**config.mk**
```make
export PLATFORM = sky130hd
export DESIGN_NAME = uart_program_loader_flat
export DESIGN_NICKNAME = d
export VERILOG_FILES = /design/src/rtl/uart_program_loader_if.sv /design/src/rtl/uart_program_loader.sv /design/src/flat_wrapper.sv
export SDC_FILE = /design/constraint.sdc
export NUM_CORES = 1
export LEC_CHECK = 0
export CORE_MARGIN = 1
export CORE_UTILIZATION = 36
export DETAILED_ROUTE_END_ITERATION = 7
export GPL_TIMING_DRIVEN = 0
export PLACE_DENSITY = 0.52
export REMOVE_ABC_BUFFERS = 1
export SYNTH_ARGS = -nofsm -noshare
export SYNTH_HDL_FRONTEND = slang
export SYNTH_SLANG_ARGS = --single-unit
```
**constraint.sdc**
```tcl
create_clock -name clk -period 3.85 [get_ports clk]
set_input_delay 0.9625 -clock clk [delete_from_list [all_inputs] [get_ports clk]]
set_output_delay 0.9625 -clock clk [all_outputs]
set_load 0.005 [all_outputs]
```
**src/rtl/uart_program_loader_if.sv**
```systemverilog
// Boot-loader bus bundle: UART rx/tx handshakes, instruction-memory write port
// and loader status. master = loader side, slave = surrounding boot fabric.
interface uart_program_loader_if #(
   parameter int ADDR_WIDTH = 14
);
   logic [7:0]            rx_data;
   logic                  rx_valid;
   logic                  rx_ferr;
   logic                  tx_busy;
   logic                  tx_start;
   logic [7:0]            tx_data;
   logic                  imem_we;
   logic [ADDR_WIDTH-1:0] imem_addr;
   logic [31:0]           imem_wdata;
   logic                  loading;
   logic                  done;
   logic                  err;

   modport master (
      input  rx_data, rx_valid, rx_ferr, tx_busy,
      output tx_start, tx_data, imem_we, imem_addr, imem_wdata, loading, done, err
   );

   modport slave (
      output rx_data, rx_valid, rx_ferr, tx_busy,
      input  tx_start, tx_data, imem_we, imem_addr, imem_wdata, loading, done, err
   );
endinterface

```
**src/rtl/uart_program_loader.sv**
```systemverilog
// UART program loader: reads a 32-bit big-endian word count, packs the following
// bytes into instruction words, writes them to imem, then returns an 8-bit sum.
//
// state  | meaning
// -------+-----------------------------------------------------------
// HDR    | collecting the 4 header bytes (word count N)
// DATA   | collecting data bytes, one imem write per 4 bytes
// CKSUM  | waiting for the transmitter to go idle, then send csum
// DONE   | load finished; all rx traffic ignored until reset
module uart_program_loader #(
   parameter int ADDR_WIDTH = 14
) (
   input logic                    clk,
   input logic                    rstn,
   uart_program_loader_if.master  bus
);
   localparam logic [1:0]  S_HDR   = 2'd0;
   localparam logic [1:0]  S_DATA  = 2'd1;
   localparam logic [1:0]  S_CKSUM = 2'd2;
   localparam logic [1:0]  S_DONE  = 2'd3;
   localparam logic [32:0] DEPTH   = 33'd1 << ADDR_WIDTH;

   logic [1:0]            state_q, state_d;
   logic [1:0]            byte_cnt_q, byte_cnt_d;
   logic [23:0]           word_q, word_d;
   logic [31:0]           n_q, n_d;
   logic [31:0]           word_cnt_q, word_cnt_d;
   logic [ADDR_WIDTH-1:0] addr_q, addr_d;
   logic [7:0]            csum_q, csum_d;
   logic                  loading_q, loading_d;
   logic                  err_q, err_d;
   logic                  imem_we_q, imem_we_d;
   logic [ADDR_WIDTH-1:0] imem_addr_q, imem_addr_d;
   logic [31:0]           imem_wdata_q, imem_wdata_d;

   logic                  rx_window;
   logic                  accept;
   logic                  ferr_hit;
   logic                  last_byte;
   logic [31:0]           full_word;

   assign rx_window = (state_q == S_HDR) || (state_q == S_DATA);
   assign accept    = bus.rx_valid && !bus.rx_ferr && rx_window;
   assign ferr_hit  = bus.rx_valid && bus.rx_ferr && rx_window;
   assign last_byte = (byte_cnt_q == 2'd3);
   assign full_word = {word_q, bus.rx_data};

   // Next-state logic: byte packing, header capture, imem writes, checksum, tx hand-off
   always_comb begin
      state_d      = state_q;
      byte_cnt_d   = byte_cnt_q;
      word_d       = word_q;
      n_d          = n_q;
      word_cnt_d   = word_cnt_q;
      addr_d       = addr_q;
      csum_d       = csum_q;
      loading_d    = loading_q;
      err_d        = err_q;
      imem_we_d    = 1'b0;
      imem_addr_d  = imem_addr_q;
      imem_wdata_d = imem_wdata_q;

      if (ferr_hit) begin
         err_d = 1'b1;
      end

      if (accept) begin
         byte_cnt_d = byte_cnt_q + 2'd1;
         word_d     = {word_q[15:0], bus.rx_data};
         if (state_q == S_HDR) begin
            loading_d = 1'b1;
            if (last_byte) begin
               n_d = full_word;
               if ({1'b0, full_word} > DEPTH) begin
                  err_d = 1'b1;
               end
               state_d = (full_word != 32'd0) ? S_DATA : S_CKSUM;
            end
         end else begin
            csum_d = csum_q + bus.rx_data;
            if (last_byte) begin
               // Words beyond the memory depth are consumed but never written,
               // so an oversize image cannot wrap onto already-loaded code.
               if ({1'b0, word_cnt_q} < DEPTH) begin
                  imem_we_d    = 1'b1;
                  imem_addr_d  = addr_q;
                  imem_wdata_d = full_word;
               end
               addr_d     = addr_q + 1'b1;
               word_cnt_d = word_cnt_q + 32'd1;
               if ((word_cnt_q + 32'd1) == n_q) begin
                  state_d = S_CKSUM;
               end
            end
         end
      end

      if ((state_q == S_CKSUM) && !bus.tx_busy) begin
         state_d   = S_DONE;
         loading_d = 1'b0;
      end
   end

   // State and datapath registers, cleared asynchronously
   always_ff @(posedge clk or negedge rstn) begin
      if (!rstn) begin
         state_q      <= S_HDR;
         byte_cnt_q   <= 2'd0;
         word_q       <= 24'd0;
         n_q          <= 32'd0;
         word_cnt_q   <= 32'd0;
         addr_q       <= '0;
         csum_q       <= 8'd0;
         loading_q    <= 1'b0;
         err_q        <= 1'b0;
         imem_we_q    <= 1'b0;
         imem_addr_q  <= '0;
         imem_wdata_q <= 32'd0;
      end else begin
         state_q      <= state_d;
         byte_cnt_q   <= byte_cnt_d;
         word_q       <= word_d;
         n_q          <= n_d;
         word_cnt_q   <= word_cnt_d;
         addr_q       <= addr_d;
         csum_q       <= csum_d;
         loading_q    <= loading_d;
         err_q        <= err_d;
         imem_we_q    <= imem_we_d;
         imem_addr_q  <= imem_addr_d;
         imem_wdata_q <= imem_wdata_d;
      end
   end

   // tx_start is combinational so it fires in the very first idle cycle of the transmitter
   always_comb begin
      bus.tx_start = (state_q == S_CKSUM) && !bus.tx_busy;
      bus.tx_data  = ((state_q == S_CKSUM) || (state_q == S_DONE)) ? csum_q : 8'h00;
   end

   assign bus.imem_we    = imem_we_q;
   assign bus.imem_addr  = imem_addr_q;
   assign bus.imem_wdata = imem_wdata_q;
   assign bus.loading    = loading_q;
   assign bus.done       = (state_q == S_DONE);
   assign bus.err        = err_q;
endmodule

```
**src/flat_wrapper.sv**
```systemverilog
// flat-port wrapper written by rule: the top's interface ports become plain ports
module uart_program_loader_flat 
#(
   parameter int ADDR_WIDTH = 14
)
  (clk, rstn, bus_rx_data, bus_rx_valid, bus_rx_ferr, bus_tx_busy, bus_tx_start, bus_tx_data, bus_imem_we, bus_imem_addr, bus_imem_wdata, bus_loading, bus_done, bus_err);
  uart_program_loader_if #(.ADDR_WIDTH(ADDR_WIDTH)) bus_i ();
  input logic clk;
  input logic rstn;
  input wire logic [$bits(bus_i.rx_data)-1:0] bus_rx_data;
  input wire logic [$bits(bus_i.rx_valid)-1:0] bus_rx_valid;
  input wire logic [$bits(bus_i.rx_ferr)-1:0] bus_rx_ferr;
  input wire logic [$bits(bus_i.tx_busy)-1:0] bus_tx_busy;
  output wire logic [$bits(bus_i.tx_start)-1:0] bus_tx_start;
  output wire logic [$bits(bus_i.tx_data)-1:0] bus_tx_data;
  output wire logic [$bits(bus_i.imem_we)-1:0] bus_imem_we;
  output wire logic [$bits(bus_i.imem_addr)-1:0] bus_imem_addr;
  output wire logic [$bits(bus_i.imem_wdata)-1:0] bus_imem_wdata;
  output wire logic [$bits(bus_i.loading)-1:0] bus_loading;
  output wire logic [$bits(bus_i.done)-1:0] bus_done;
  output wire logic [$bits(bus_i.err)-1:0] bus_err;
  assign bus_i.rx_data = bus_rx_data;
  assign bus_i.rx_valid = bus_rx_valid;
  assign bus_i.rx_ferr = bus_rx_ferr;
  assign bus_i.tx_busy = bus_tx_busy;
  assign bus_tx_start = bus_i.tx_start;
  assign bus_tx_data = bus_i.tx_data;
  assign bus_imem_we = bus_i.imem_we;
  assign bus_imem_addr = bus_i.imem_addr;
  assign bus_imem_wdata = bus_i.imem_wdata;
  assign bus_loading = bus_i.loading;
  assign bus_done = bus_i.done;
  assign bus_err = bus_i.err;
  uart_program_loader #(.ADDR_WIDTH(ADDR_WIDTH)) u_core (.clk(clk), .rstn(rstn), .bus(bus_i));
endmodule
```
### Word-level counts from Yosys, hierarchy flattened

Cells that the tools add are included.

* flip-flop bits (word level): 163
* logic and storage cells: 65

* add/sub/neg operators: 4
* order comparisons: 2
* equal/unequal tests: 5
* mux-type cells: 20
* bitwise logic cells: 1
* reduce and logical (&&, ||, !) cells: 21

Operators with widths (number)
* $add 32x1->32 const B: 1
* $eq 32x32->1: 1
* $gt 32x15->1 const B: 1
* $lt 32x15->1 const B: 1
* $reduce_bool 32->1: 1
* $add 14x1->14 const B: 1
* $mux 2: 7
* $mux 1: 12
* $reduce_and 3->1: 3
* $add 8x8->8: 1
* $mux 8: 1
* $eq 2x2->1 const B: 3
* $reduce_bool 2->1: 3
* $logic_and 1x1->1: 5
* $reduce_and 2->1: 2
* $reduce_and 4->1: 1
* $reduce_bool 3->1: 1
* $add 2x1->2 const B: 1
* $eq 2x1->1 const B: 1
* $logic_not 1->1: 2
* $logic_not 2->1: 1
* $logic_or 1x1->1: 2
* $not 1->1: 1

### Logic depth before layout (Yosys ltp)

* word-level depth: 8
* depth in mapped cells: 10
* depth with buffers taken out: 10

### Worst setup path before layout

OpenSTA, ideal clock, no wires.

* path type: in2reg
* from: input port bus_rx_valid
* to: register u_core.imem_wdata_q[0], in the netlist u_core.bus.imem_wdata[0]
* setup time: 0.125 ns
* data arrival time: 2.675 ns
* data required time: 3.725 ns
* path slack: 1.050 ns
* stages on the path: 7
* cells stage by stage: nor2b_1 nor2b_1 nand3_1 nor3_1 clkbuf_1 buf_2 mux2_2

* cells in the longest elaborated chain, start to end: 3

Ends and longest elaborated chain
* start: declaration: RTL line flat_wrapper.sv:11 `input wire logic [$bits(bus_i.rx_valid)-1:0] bus_rx_valid;`
* $logic_and 1x1->1 (2 in series): RTL line uart_program_loader.sv:43 `assign accept = bus.rx_valid && !bus.rx_ferr && rx_window;`
* $reduce_and 4->1 (no source line)
* end signal: assignment: RTL line uart_program_loader.sv:131 `imem_wdata_q <= imem_wdata_d;`
* end: declaration: RTL line uart_program_loader.sv:34 `logic [31:0] imem_wdata_q, imem_wdata_d;`

No other way between the ends.
A chain may end at the register's enable or synchronous reset.

### Worst setup path after layout

* from: input port bus_rx_valid
* to: register u_core.imem_wdata_q[1], in the netlist u_core.bus.imem_wdata[1]

The elaborated chain is that of the path after synthesis.

==> flow_summary.yaml <==
outcome:
  run_status: "finished clean"
drt:
  drt_first_pass_iters: 6
  drc: 0
  detail_route.wirelength_um: 19100
  vias_per_cell: 5.23
  detail_route.wl_per_cell_um: 18.6
  number_of_routed_nets_with_antenna_violations: 0
  detailroute.via_count: 5363
  drc_violation_total_after_the_first_tritonroute_iteration: 367
flow_run:
  maxCapViolations: 0
synthesis:
  ys_ff_latch: 163
  netlist.top_cell.by_area: "sky130_fd_sc_hd__dfrtp_1"
  post-synth-top-area-fraction: 0.516
  syn_inst: 674
  synth_sequential_area_ratio: 0.516
  synth_area_per_cell_um2: 11.7
  synth.top_cells.by_area: "sky130_fd_sc_hd__dfrtp_1 52%, sky130_fd_sc_hd__mux2_2 15%, sky130_fd_sc_hd__xnor2_1 5.2%"
  syn_area_mm2: 0.00791
  synth-edff-count: 0
  yosysWarnings: 0
  asyncSetResetFlopFracSynth: 1.00
  synth_flop_cell: "sky130_fd_sc_hd__dfrtp_1"
  synth.lib_cells_used.distinct: 62
floorplan:
  row_count: 53
  die_width_um: 150
  coreArea_mm2: 0.0213
  fp.dieArea_mm2: 0.0226
  die_h_um: 150
  initial_utilization: 0.371
  ioPinCount: 72
global_routing:
  grt_antenna_before_repair: 0
  grt_start_max_net_pins: 94
  global_route.overflow_total: 0
  grtUsageTotal: 0.182
  wire_length_of_the_first_global_routing_pass_um: 31000
  grt_pass1_vias: 5464
cts:
  cts-root-buf: "sky130_fd_sc_hd__clkbuf_16"
  cts-root-to-sink-buffers: 2
  insertion_delay_ps: 430
  clock_sink_count: 163
  tritoncts_clock_tree: "done"
  cts.reportedPaths.clkPinSlew_ps: 70
  tritoncts.num_buffers: 17
  h-tree-depth: 4
sta:
  final-setup-viol-count: 0
  timing.final.ws_setup_ps: 196
  maxSlewViolCount: 0
  rsz0062_at_grt: "no"
  setup_total_negative_slack_ps: 0
  slew_headroom: 0.366
  fmax_mhz: 274
  finalHoldWorstSlack_ps: 463
  final.setup_skew_ps: 12.8
  worst-slew-pin-transition_ps: 947
  period_minus_slack_ps: 3650
  finalHoldViolations: 0
  finalCritPeriodShare: 0.949
hold_path:
  min-delay-path-class: "in2async"
placement:
  buffer_ports.inserted: 71
  gpl.final_weighted_congestion: 0.860
  place.detailed.hpwl_um: 13300
  preCtsSetupSlack_ps: -1580
setup_path:
  crit_path_max_fanout: 16
  crit_path_start_kind: "input pin"
  timing.critical_path.to_type: "register"
  path_class: "in2reg"
  startpoint: "bus_rx_valid"
  r2r_path_start: "u_core.state_q[1]"
  critPathRequiredTime_ps: 4160
  cp.arrival_ps: 3960
power:
  pwr_density_cell_mw_per_mm2: 567
  p_leak_nw: 4.15
  worst_ir_drop_vdd_mv: 0.294
finish:
  fin_nets: 762
  synth_to_final_area_change_pct: 20.4
  drive_above_1_share: 0.213
  antenna-diode-count: 0
==> state kept, by name (all words and copies together), names as in the netlist <==
name / cells
u_core.addr_q: 14
u_core.bus.err: 1
u_core.bus.imem_addr: 14
u_core.bus.imem_wdata: 32
u_core.bus.imem_we: 1
u_core.bus.loading: 1
u_core.byte_cnt_q: 2
u_core.csum_q: 8
u_core.n_q: 32
u_core.state_q: 2
u_core.word_cnt_q: 32
u_core.word_q: 24
==> through the flow <==
stage	util	total power [mW]	instances	instance area (um^2)
detailed placement	0.418	3.75	992	8890
floorplan	-	3.26	640	7710
global route	0.447	5.72	1026	9520
CTS	0.447	5.46	1026	9520
finish	0.447	5.40	1026	9520
global placement	0.412	3.69	986	8760
==> worst max-delay path, cell delays in order <==
cell	delay, ps
sky130_fd_sc_hd__clkdlybuf4s50_1	440
sky130_fd_sc_hd__nor2b_1	260
sky130_fd_sc_hd__nor2b_4	560
sky130_fd_sc_hd__nand3_4	320
sky130_fd_sc_hd__nor3_4	320
sky130_fd_sc_hd__buf_6	210
sky130_fd_sc_hd__buf_6	190
sky130_fd_sc_hd__buf_6	170
sky130_fd_sc_hd__buf_6	160
sky130_fd_sc_hd__mux2_2	330
==> cell usage in the layout (no fill, tap or decap), types with 4 or more instances in the layout <==
cell type                           n
sky130_fd_sc_hd__dfrtp_1          163
sky130_fd_sc_hd__mux2_2           103
sky130_fd_sc_hd__clkdlybuf4s50_1   70
sky130_fd_sc_hd__xnor2_1           47
sky130_fd_sc_hd__xor2_1            44
sky130_fd_sc_hd__nand2_1           43
sky130_fd_sc_hd__nor2_1            35
sky130_fd_sc_hd__nand3_1           24
sky130_fd_sc_hd__nor3_1            19
sky130_fd_sc_hd__nand4_1           18
sky130_fd_sc_hd__clkbuf_16         17
sky130_fd_sc_hd__and2_1            15
sky130_fd_sc_hd__o21ai_0           15
sky130_fd_sc_hd__nor4_1            11
sky130_fd_sc_hd__a21oi_1           10
sky130_fd_sc_hd__ha_1              10
sky130_fd_sc_hd__inv_1              9
sky130_fd_sc_hd__and4_1             7
sky130_fd_sc_hd__and3_1             6
sky130_fd_sc_hd__nor2b_1            4
sky130_fd_sc_hd__clkinv_4           4
sky130_fd_sc_hd__clkinv_8           4
sky130_fd_sc_hd__buf_6              4
==> what timing repair did <==
action	CTS	global route
gates cloned	1	0
gates resized for setup	3	1
hold endpoints to repair	0	0
hold buffers	0	0
pin swaps	1	0
setup buffers	1	0
setup endpoints to repair	51	2
==> per-layer routing <==
layer,global-route usage,vias to the layer above,part of all wire
li1,-,2528,-
met1,0.268,2717,0.51
met2,0.273,102,0.45
met3,0.0291,16,0.030
met4,0.0571,0,0.013
met5,0,-,0
==> power breakdown <==
group,total [mW],leakage [nW],internal [mW],switching [mW]
Clock,1.68,0.285,0.870,0.808
Combinational,1.19,1.75,0.643,0.551
Sequential,2.53,2.12,2.07,0.455
==> path summary, 6_finish.rpt <==
check                           slack [ps]                  endpoint  depth (start not counted)
worst min-delay path                   460  u_core.bus.imem_addr[13]                          1
max in group asynchronous             2540     u_core.word_cnt_q[11]                          2
min in group clk                       480          u_core.csum_q[7]                          1
worst min register to register         480          u_core.csum_q[7]                          1
worst max register to register         580  u_core.bus.imem_wdata[1]                          9
worst max-delay path                   200  u_core.bus.imem_wdata[1]                         10
==> kinds of logic (layout without fill, tap and decap cells) <==
group | Yosys count | in the layout | synth area share
simple gates | 208 | 209 | 0.141
flops | 163 | 163 | 0.516
mux | 104 | 104 | 0.148
xor+xnor | 91 | 91 | 0.101
compound gates | 54 | 54 | 0.0470
buf+inv | 43 | 119 | 0.0293
fa+ha+maj | 11 | 11 | 0.0184
==> Yosys cell counts, drive strengths merged, types with 3 or more instances <==
| cell type | count |
|---|---|
| a211o | 3 |
| a21oi | 10 |
| and2 | 16 |
| and3 | 8 |
| and4 | 9 |
| buf | 15 |
| clkbuf | 19 |
| dfrtp | 163 |
| ha | 10 |
| inv | 9 |
| mux2 | 103 |
| nand2 | 43 |
| nand3 | 26 |
| nand4 | 18 |
| nor2 | 36 |
| nor2b | 5 |
| nor3 | 20 |
| nor4 | 13 |
| o21ai | 16 |
| or4 | 3 |
| xnor2 | 47 |
| xor2 | 44 |
==> final cells by class <==
type,count,area [um^2]
fillers,1934,11800
flip-flops and latches,163,4080
multi-input cells,469,3640
repair buffers,78,823
clock buffers,17,425
well taps,275,344
clock inverters,15,168
inverters,9,33.8
No activity file was read; power rests on OpenSTA's default activity.
